<file path="src/rtl/nn_mac_accum.sv">
`default_nettype none
// ---------------------------------------------------------------------------
// nn_mac_accum : registered signed multiply + saturating dot-product accumulator.
// Optional: define MAC_RELU_EN to clamp negative results to zero.  Rev 1.0
// ---------------------------------------------------------------------------
module nn_mac_accum #(
  parameter int DATA_W = 8,
  parameter int ACC_W  = 24
) (
  input  logic                     clk,
  input  logic                     rst_n,
  input  logic                     in_valid,
  output logic                     in_ready,
  input  logic signed [DATA_W-1:0] in_act,
  input  logic signed [DATA_W-1:0] in_wgt,
  input  logic                     in_last,
  output logic                     out_valid,
  input  logic                     out_ready,
  output logic signed [ACC_W-1:0]  out_data,
  output logic                     out_ovf
);

  localparam int PROD_W = 2 * DATA_W;
  localparam logic signed [ACC_W-1:0] ACC_MAX = {1'b0, {(ACC_W-1){1'b1}}};
  localparam logic signed [ACC_W-1:0] ACC_MIN = {1'b1, {(ACC_W-1){1'b0}}};

  logic                     stall;
  logic                     xfer;
  logic signed [PROD_W-1:0] prod;

  logic signed [PROD_W-1:0] p1_q, p1_d;
  logic                     v1_q, v1_d;
  logic                     l1_q, l1_d;
  logic signed [ACC_W-1:0]  acc_q, acc_d;
  logic                     ovf_q, ovf_d;
  logic signed [ACC_W-1:0]  out_data_q, out_data_d;
  logic                     out_valid_q, out_valid_d;
  logic                     out_ovf_q, out_ovf_d;

  logic signed [ACC_W:0]    sum;
  logic                     clamp_hi;
  logic                     clamp_lo;
  logic                     clamp_now;
  logic signed [ACC_W-1:0]  sat_sum;
  logic signed [ACC_W-1:0]  res;

  assign stall    = out_valid_q & ~out_ready;
  assign in_ready = ~stall;
  assign xfer     = in_valid & in_ready;
  assign prod     = in_act * in_wgt;

  // One guard bit is enough: the two top bits disagree exactly on overflow.
  assign sum       = {acc_q[ACC_W-1], acc_q}
                   + {{(ACC_W+1-PROD_W){p1_q[PROD_W-1]}}, p1_q};
  assign clamp_hi  = ~sum[ACC_W] &  sum[ACC_W-1];
  assign clamp_lo  =  sum[ACC_W] & ~sum[ACC_W-1];
  assign clamp_now = clamp_hi | clamp_lo;
  assign sat_sum   = clamp_hi ? ACC_MAX : (clamp_lo ? ACC_MIN : sum[ACC_W-1:0]);

`ifdef MAC_RELU_EN
  assign res = sat_sum[ACC_W-1] ? '0 : sat_sum;
`else
  assign res = sat_sum;
`endif

  always_comb begin
    p1_d        = p1_q;
    v1_d        = v1_q;
    l1_d        = l1_q;
    acc_d       = acc_q;
    ovf_d       = ovf_q;
    out_data_d  = out_data_q;
    out_valid_d = out_valid_q;
    out_ovf_d   = out_ovf_q;

    if (!stall) begin
      v1_d = xfer;
      if (xfer) begin
        p1_d = prod;
        l1_d = in_last;
      end
      // Not stalled means any held result is being drained this edge.
      out_valid_d = 1'b0;
      if (v1_q) begin
        if (l1_q) begin
          out_data_d  = res;
          out_ovf_d   = ovf_q | clamp_now;
          out_valid_d = 1'b1;
          acc_d       = '0;
          ovf_d       = 1'b0;
        end else begin
          acc_d = sat_sum;
          ovf_d = ovf_q | clamp_now;
        end
      end
    end
  end

  always_ff @(posedge clk or negedge rst_n) begin
    if (!rst_n) begin
      p1_q        <= '0;
      v1_q        <= 1'b0;
      l1_q        <= 1'b0;
      acc_q       <= '0;
      ovf_q       <= 1'b0;
      out_data_q  <= '0;
      out_valid_q <= 1'b0;
      out_ovf_q   <= 1'b0;
    end else begin
      p1_q        <= p1_d;
      v1_q        <= v1_d;
      l1_q        <= l1_d;
      acc_q       <= acc_d;
      ovf_q       <= ovf_d;
      out_data_q  <= out_data_d;
      out_valid_q <= out_valid_d;
      out_ovf_q   <= out_ovf_d;
    end
  end

  assign out_valid = out_valid_q;
  assign out_data  = out_data_q;
  assign out_ovf   = out_ovf_q;

endmodule
`default_nettype wire
</file>
<file path="config.mk">
export PLATFORM = sky130hd
export DESIGN_NAME = nn_mac_accum
export DESIGN_NICKNAME = d
export VERILOG_FILES = /design/src/rtl/nn_mac_accum.sv
export SDC_FILE = /design/constraint.sdc
export NUM_CORES = 1
export LEC_CHECK = 0
export BUFFER_PORTS_ARGS = -buffer_cell sky130_fd_sc_hd__buf_2
export CAP_MARGIN = 20
export CORE_MARGIN = 1
export CORE_UTILIZATION = 53
export CTS_CLUSTER_DIAMETER = 30
export CTS_CLUSTER_SIZE = 24
export DETAILED_ROUTE_END_ITERATION = 10
export GPL_TIMING_DRIVEN = 0
export PLACE_DENSITY = 0.8
export SYNTH_ARGS = -nofsm -noshare
export SYNTH_HDL_FRONTEND = slang
export SYNTH_SLANG_ARGS = --single-unit
</file>
<file path="constraint.sdc">
create_clock -name clk -period 8.5 [get_ports clk]
set_input_delay 0.425 -clock clk [delete_from_list [all_inputs] [get_ports clk]]
set_output_delay 0.425 -clock clk [all_outputs]
set_load 0.005 [all_outputs]
</file>
==> impl_metrics.tcl, run 1 <==
set metrics [dict create \
    clock-sinks 69 \
    cts_inserted_buffers 9 \
    place_ws_ps 3469 \
    grt_pass1_wl_um 25120 \
    finalSetupTns_ps 0 \
    area_growth_pct 11.18 \
    register_area_sq_um 1727 \
    clock_skew_ps 9.464 \
    layout-drive-gt1-share_pct 10.26 \
    grt_pass1_vias 5288 \
    via_per_inst 5.701 \
    fin_cells 903 \
    required_ps 8710 \
    hpwl_um 11530 \
    min_path_type "input port to async pin" \
    syn_avg_cell_area_sq_um 9.213 \
    clock_path_buffers 2 \
    cts_tree "done" \
    start_util_pct 55.29 \
    leakage_nw 3.494 \
    grt.busiest_layer "met2" \
    die_width_um 112.1 \
    synthesis.instances 697 \
    htreeDepth 3 \
    synth_ff_type "dfrtp_1" \
    post-synth-top-area-cell "dfrtp_1" \
    cts_hold_buffers 0 \
    cp.arrival_ps 4870 \
    synth_common_cells "85 x inv_1, 76 x nand2_1, 69 x dfrtp_1, 56 x fa_1, 55 x ha_1" \
    synth_area_sq_um 6421 \
    grt_max_degree 70 \
    worstSetupStartpointType "input port" \
    drc 1 \
    core_area_sq_um 11610 \
    die_y_um 112.1 \
    synth_nets 829 \
    fmax_ghz 0.2145 \
    slew_headroom_pct 42.53 \
    wirelength_um 14610 \
    multiInputGateArea_sq_um 4308 \
    dp_cells 887 \
    ys_seq_area_share_pct 26.89 \
    use_met3_pct 3.726 \
    synth.most_common_cell "inv_1" \
    timing.final.crit_share_pct 54.85 \
    hold_viol_final 0 \
    crit_type "input port to flop" \
    numPortBuffers 47 \
    nets 887 \
    use_met2_pct 45.34 \
    tightest_slew_ps 862.1 \
    grt_use_total_pct 24.93 \
    worstRegToRegCells 14 \
    cts_root_buf "clkbuf_16" \
    yosysUniqueCellTypes 56 \
    grt_use_met1_pct 31.32 \
    nFillCells 1006 \
    worst_slack_ps 3838 \
    ant_nets 0 \
    drt_iter0_markers 317 \
    synthTopCellsByArea "dfrtp_1 27%, fa_1 17%, ha_1 11%" \
    post-route-util_pct 61.47 \
    maxSlewViolCount 0 \
    min_period_ps 4662 \
    dr.pass1.iters 10 \
    antenna_found_initial 0 \
    die-area_sq_um 12560 \
    reg2reg_slack_ps 4050 \
    end_kind "flop" \
    path_clk_slew_ps 60 \
    cts-resized-gates 0 \
    async_flop_share_pct 100.0 \
    finalSetupViolCount 0 \
    p_per_area_nw_per_um2 422.3 \
    synth_seq_cells 69 \
    cp_max_fo 8 \
    synth_edf_count 0 \
    overflow 0 \
    post-cts-setup-buffers 0 \
    via_count 5148 \
    yosys_warnings 0 \
    io_pins 48 \
    violations "DRC" \
    synth_top_area_share_pct 26.89 \
    status "finished with violations" \
    clock_latency_ps 340 \
    rows 39 \
    rsz0062_at_grt "no" \
    diodes 0 \
    drv_cap 0 \
    wire_per_inst_um 16.18 \
    gp_congestion 0.8605 \
    irDropWorstVdd_mv 0.1594 \
]
==> per-layer routing <==
layer	wire length, um	part of all wire, %	up-vias
met5	0	0	-
met4	246	1.7	0
met3	599	4.1	29
met2	7315	50	142
met1	6452	44	2513
li1	-	-	2464
==> kinds of logic after synthesis <==
| family | synth area share (%) |
|---|---|
| muxes | 1.695 |
| and+or+nand+nor | 15.69 |
| xor gates and xnor gates | 4.637 |
| DFF | 26.89 |
| adders and majority gates | 28.18 |
| AOI/OAI and AO/OA | 16.89 |
| buffers and inverters | 6.021 |
==> worst max-delay path, cell delays in order <==
cell       delay (ps)
buf_2             140
and2_1            180
fa_1              530
inv_1              50
fa_1              470
inv_1              50
fa_1              520
inv_1              50
fa_1              540
inv_1              50
ha_1              330
and2_1            170
a22o_1            250
o2111a_1          280
a2111oi_2         420
o2bb2ai_1         190
xnor2_1           150
o21ai_1            70
==> layout make-up <==
type	count	area share (%)
plain buffers	17	0.8938
clock buffers	11	3.400
clock inverters	5	0.8237
inverters	86	4.522
multi-input cells	525	60.34
flip-flops and latches	69	24.19
well taps	143	2.506
repair buffers	47	3.330
==> path summary, 6_finish.rpt <==
path	from	to
worst max-delay path	in_wgt[4]	p1_q[15]
worst min-delay path	rst_n	out_data[13]
worst max register to register	p1_q[15]	acc_q[7]
worst min register to register	out_data[7]	out_data[7]
max in group asynchronous	rst_n	p1_q[7]
min in group clk	in_last	l1_q
==> sequential cells by signal (all words and copies together) (netlist names) <==
register and flops:
v1_q 1, l1_q 1, p1_q 16, out_valid 1
ovf_q 1, out_data 24, acc_q 24, out_ovf 1
==> cells in the final DEF (no fill, tap or decap), drive strengths merged, types with 22 or more instances in the layout <==
cell type,count
a21oi,47
nand2,76
and2,48
fa,56
clkbuf,27
o21ai,54
xnor2,22
buf,48
ha,55
nor2,39
dfrtp,69
inv,86
==> power by group <==
group          total (mW)  switching [mW]  internal [mW]
sequential          0.578          0.0965          0.481
clock               0.388           0.152          0.236
combinational        2.05            1.21          0.844
total                3.02            1.45           1.56
==> metrics by stage <==
step	hold slack, ps	instance area, sq um	total power, mW
floorplan	129.4	6421	2.104
global placement	459.0	6835	2.531
detailed placement	466.4	6838	2.612
CTS	240.7	7139	3.006
global route	277.2	7139	3.289
finish	197.2	7139	3.015
(Power assumes the default switching activity.)
==> run 2: changes to the inputs <==
--- a/config.mk
+++ b/config.mk
@@ -13,7 +13,7 @@
 export CTS_CLUSTER_SIZE = 24
 export DETAILED_ROUTE_END_ITERATION = 10
 export GPL_TIMING_DRIVEN = 0
-export PLACE_DENSITY = 0.8
+export PLACE_DENSITY = 0.82
 export SYNTH_ARGS = -nofsm -noshare
 export SYNTH_HDL_FRONTEND = slang
 export SYNTH_SLANG_ARGS = --single-unit
==> constraint.sdc (replaced) <==
create_clock -name clk -period 4.1 [get_ports clk]
set_input_delay 0.205 -clock clk [delete_from_list [all_inputs] [get_ports clk]]
set_output_delay 0.205 -clock clk [all_outputs]
set_load 0.005 [all_outputs]
==> impl_metrics.tcl, run 2 (synthesis gave the netlist of run 1 again) <==
set metrics [dict create \
    status "finished with violations" \
    violations "DRC, hold timing" \
    rsz0062_at_grt "yes" \
    nets 894 \
    dr.pass1.iters 8 \
    overflow 0 \
    maxSlewViolCount 0 \
    crit_type "input port to flop" \
    drc 2 \
    worstSetupStartpointType "input port" \
    use_met3_pct 5.778 \
    clock-sinks 69 \
    place_area_sq_um 6878 \
    reg2reg_slack_ps 190 \
    irDropWorstVdd_mv 0.5626 \
    nFillCells 933 \
    clock_latency_ps 340 \
    tightest_slew_ps 870.3 \
    min_period_ps 4012 \
    place_ws_ps -467.1 \
    cp_max_fo 8 \
    path_clk_slew_ps 60 \
    drv_cap 0 \
    leakage_nw 3.549 \
    via_per_inst 5.897 \
    grt_max_degree 70 \
    fin_area_sq_um 7407 \
    fmax_ghz 0.2493 \
    dp_cells 887 \
    layout-drive-gt1-share_pct 16.17 \
    worst_slack_ps 88.07 \
    antenna_found_initial 0 \
    worstRegToRegCells 14 \
    reg2reg_from "p1_q[0]" \
    layout_commonest_cell "inv_1" \
    cts_inserted_buffers 9 \
    finalSetupTns_ps 0 \
    grt_pass1_vias 5678 \
    ant_nets 0 \
    cts_root_buf "clkbuf_16" \
    cp.arrival_ps 4220 \
    wirelength_um 16170 \
    grt_use_total_pct 27.66 \
    clock_skew_ps 6.245 \
    diodes 0 \
    post-route-util_pct 63.78 \
    p_per_area_nw_per_um2 909.2 \
    drt_iter0_markers 459 \
    slew_headroom_pct 41.98 \
    gp_congestion 0.9262 \
    total_power_mw 6.734 \
    core_area_sq_um 11610 \
    min_path_type "input port to async pin" \
    die_y_um 112.1 \
    wire_per_inst_um 17.77 \
    cts_tree "done" \
    grt_pass1_wl_um 27520 \
    htreeDepth 3 \
    area_growth_pct 15.35 \
    hpwl_um 12230 \
    hold_viol_final 27 \
    grt.busiest_layer "met2" \
    die-area_sq_um 12560 \
    numPortBuffers 47 \
    r2r-end "acc_q[7]" \
    setup.worst_path.start "in_wgt[5]" \
    timing.final.crit_share_pct 97.85 \
    die_width_um 112.1 \
    clock_path_buffers 2 \
    io_pins 48 \
    final_cell_mix "80 x inv_1, 75 x nand2_1, 69 x dfrtp_1" \
    fin_cells 910 \
    use_met2_pct 46.09 \
    rows 39 \
    via_count 5366 \
    timing.hold.ws_ps -26.22 \
    end_kind "flop" \
    start_util_pct 55.29 \
    finalSetupViolCount 0 \
    required_ps 4300 \
    grt_use_met1_pct 35.99 \
]
==> run 2: cell types whose count changed in the layout (fill, tap and decap cells not counted), moves of 8 or more <==
cell / previous run / this run
and2_1: 48 / 40
and2_4: 0 / 8
buf_2: 46 / 36
buf_4: 1 / 15
ha_1: 55 / 47
==> run 2: repair_timing <==
action | CTS | global route
pin swaps | 17 | 16
gates resized for setup | 32 | 26
endpoints found under the hold margin | 0 | 0
endpoints found under the setup margin | 26 | 28
hold buffers | 0 | 0
setup buffers | 5 | 3
==> run 2: layer usage <==
layer | vias up | part of all wire (%)
li1 | 2475 | -
met1 | 2636 | 42
met2 | 207 | 49
met3 | 48 | 6.3
met4 | 0 | 2.7
met5 | - | 0
==> run 2: worst max path at each step <==
stage / to / cells past startpoint
after global routing: p1_q[13] / 18
after CTS: p1_q[15] / 18
after global placement: p1_q[15] / 16
final: p1_q[13] / 15
after detailed placement: p1_q[15] / 17
after floorplan: p1_q[15] / 17
==> run 2: power by group <==
part | switching, mW | total, mW | internal (mW) | leakage [nW]
Clock | 0.297 | 0.782 | 0.485 | 0.140
Combinational | 2.76 | 4.74 | 1.98 | 2.56
Sequential | 0.217 | 1.22 | 0.999 | 0.844
==> run 2: area by class of cell <==
cell class,count,area (sq um),share of cell area [%]
flip-flops and latches,69,1727,23.31
multi-input cells,525,4467,60.30
plain buffers,16,61.31,0.8277
clock buffers,10,239.0,3.226
well taps,143,178.9,2.416
clock inverters,6,62.56,0.8446
inverters,86,326.6,4.409
repair buffers,55,345.3,4.662
==> run 2: critical path, cell delays in order <==
cell and delay, ps:
buf_2 150, and2_4 170, fa_1 510, fa_1 510, fa_1 500, inv_1 60
fa_1 530, inv_1 70, ha_4 180, or3_4 380, o2111a_2 310, a2111oi_4 270
buf_4 190, xor2_2 120, o21ai_1 60
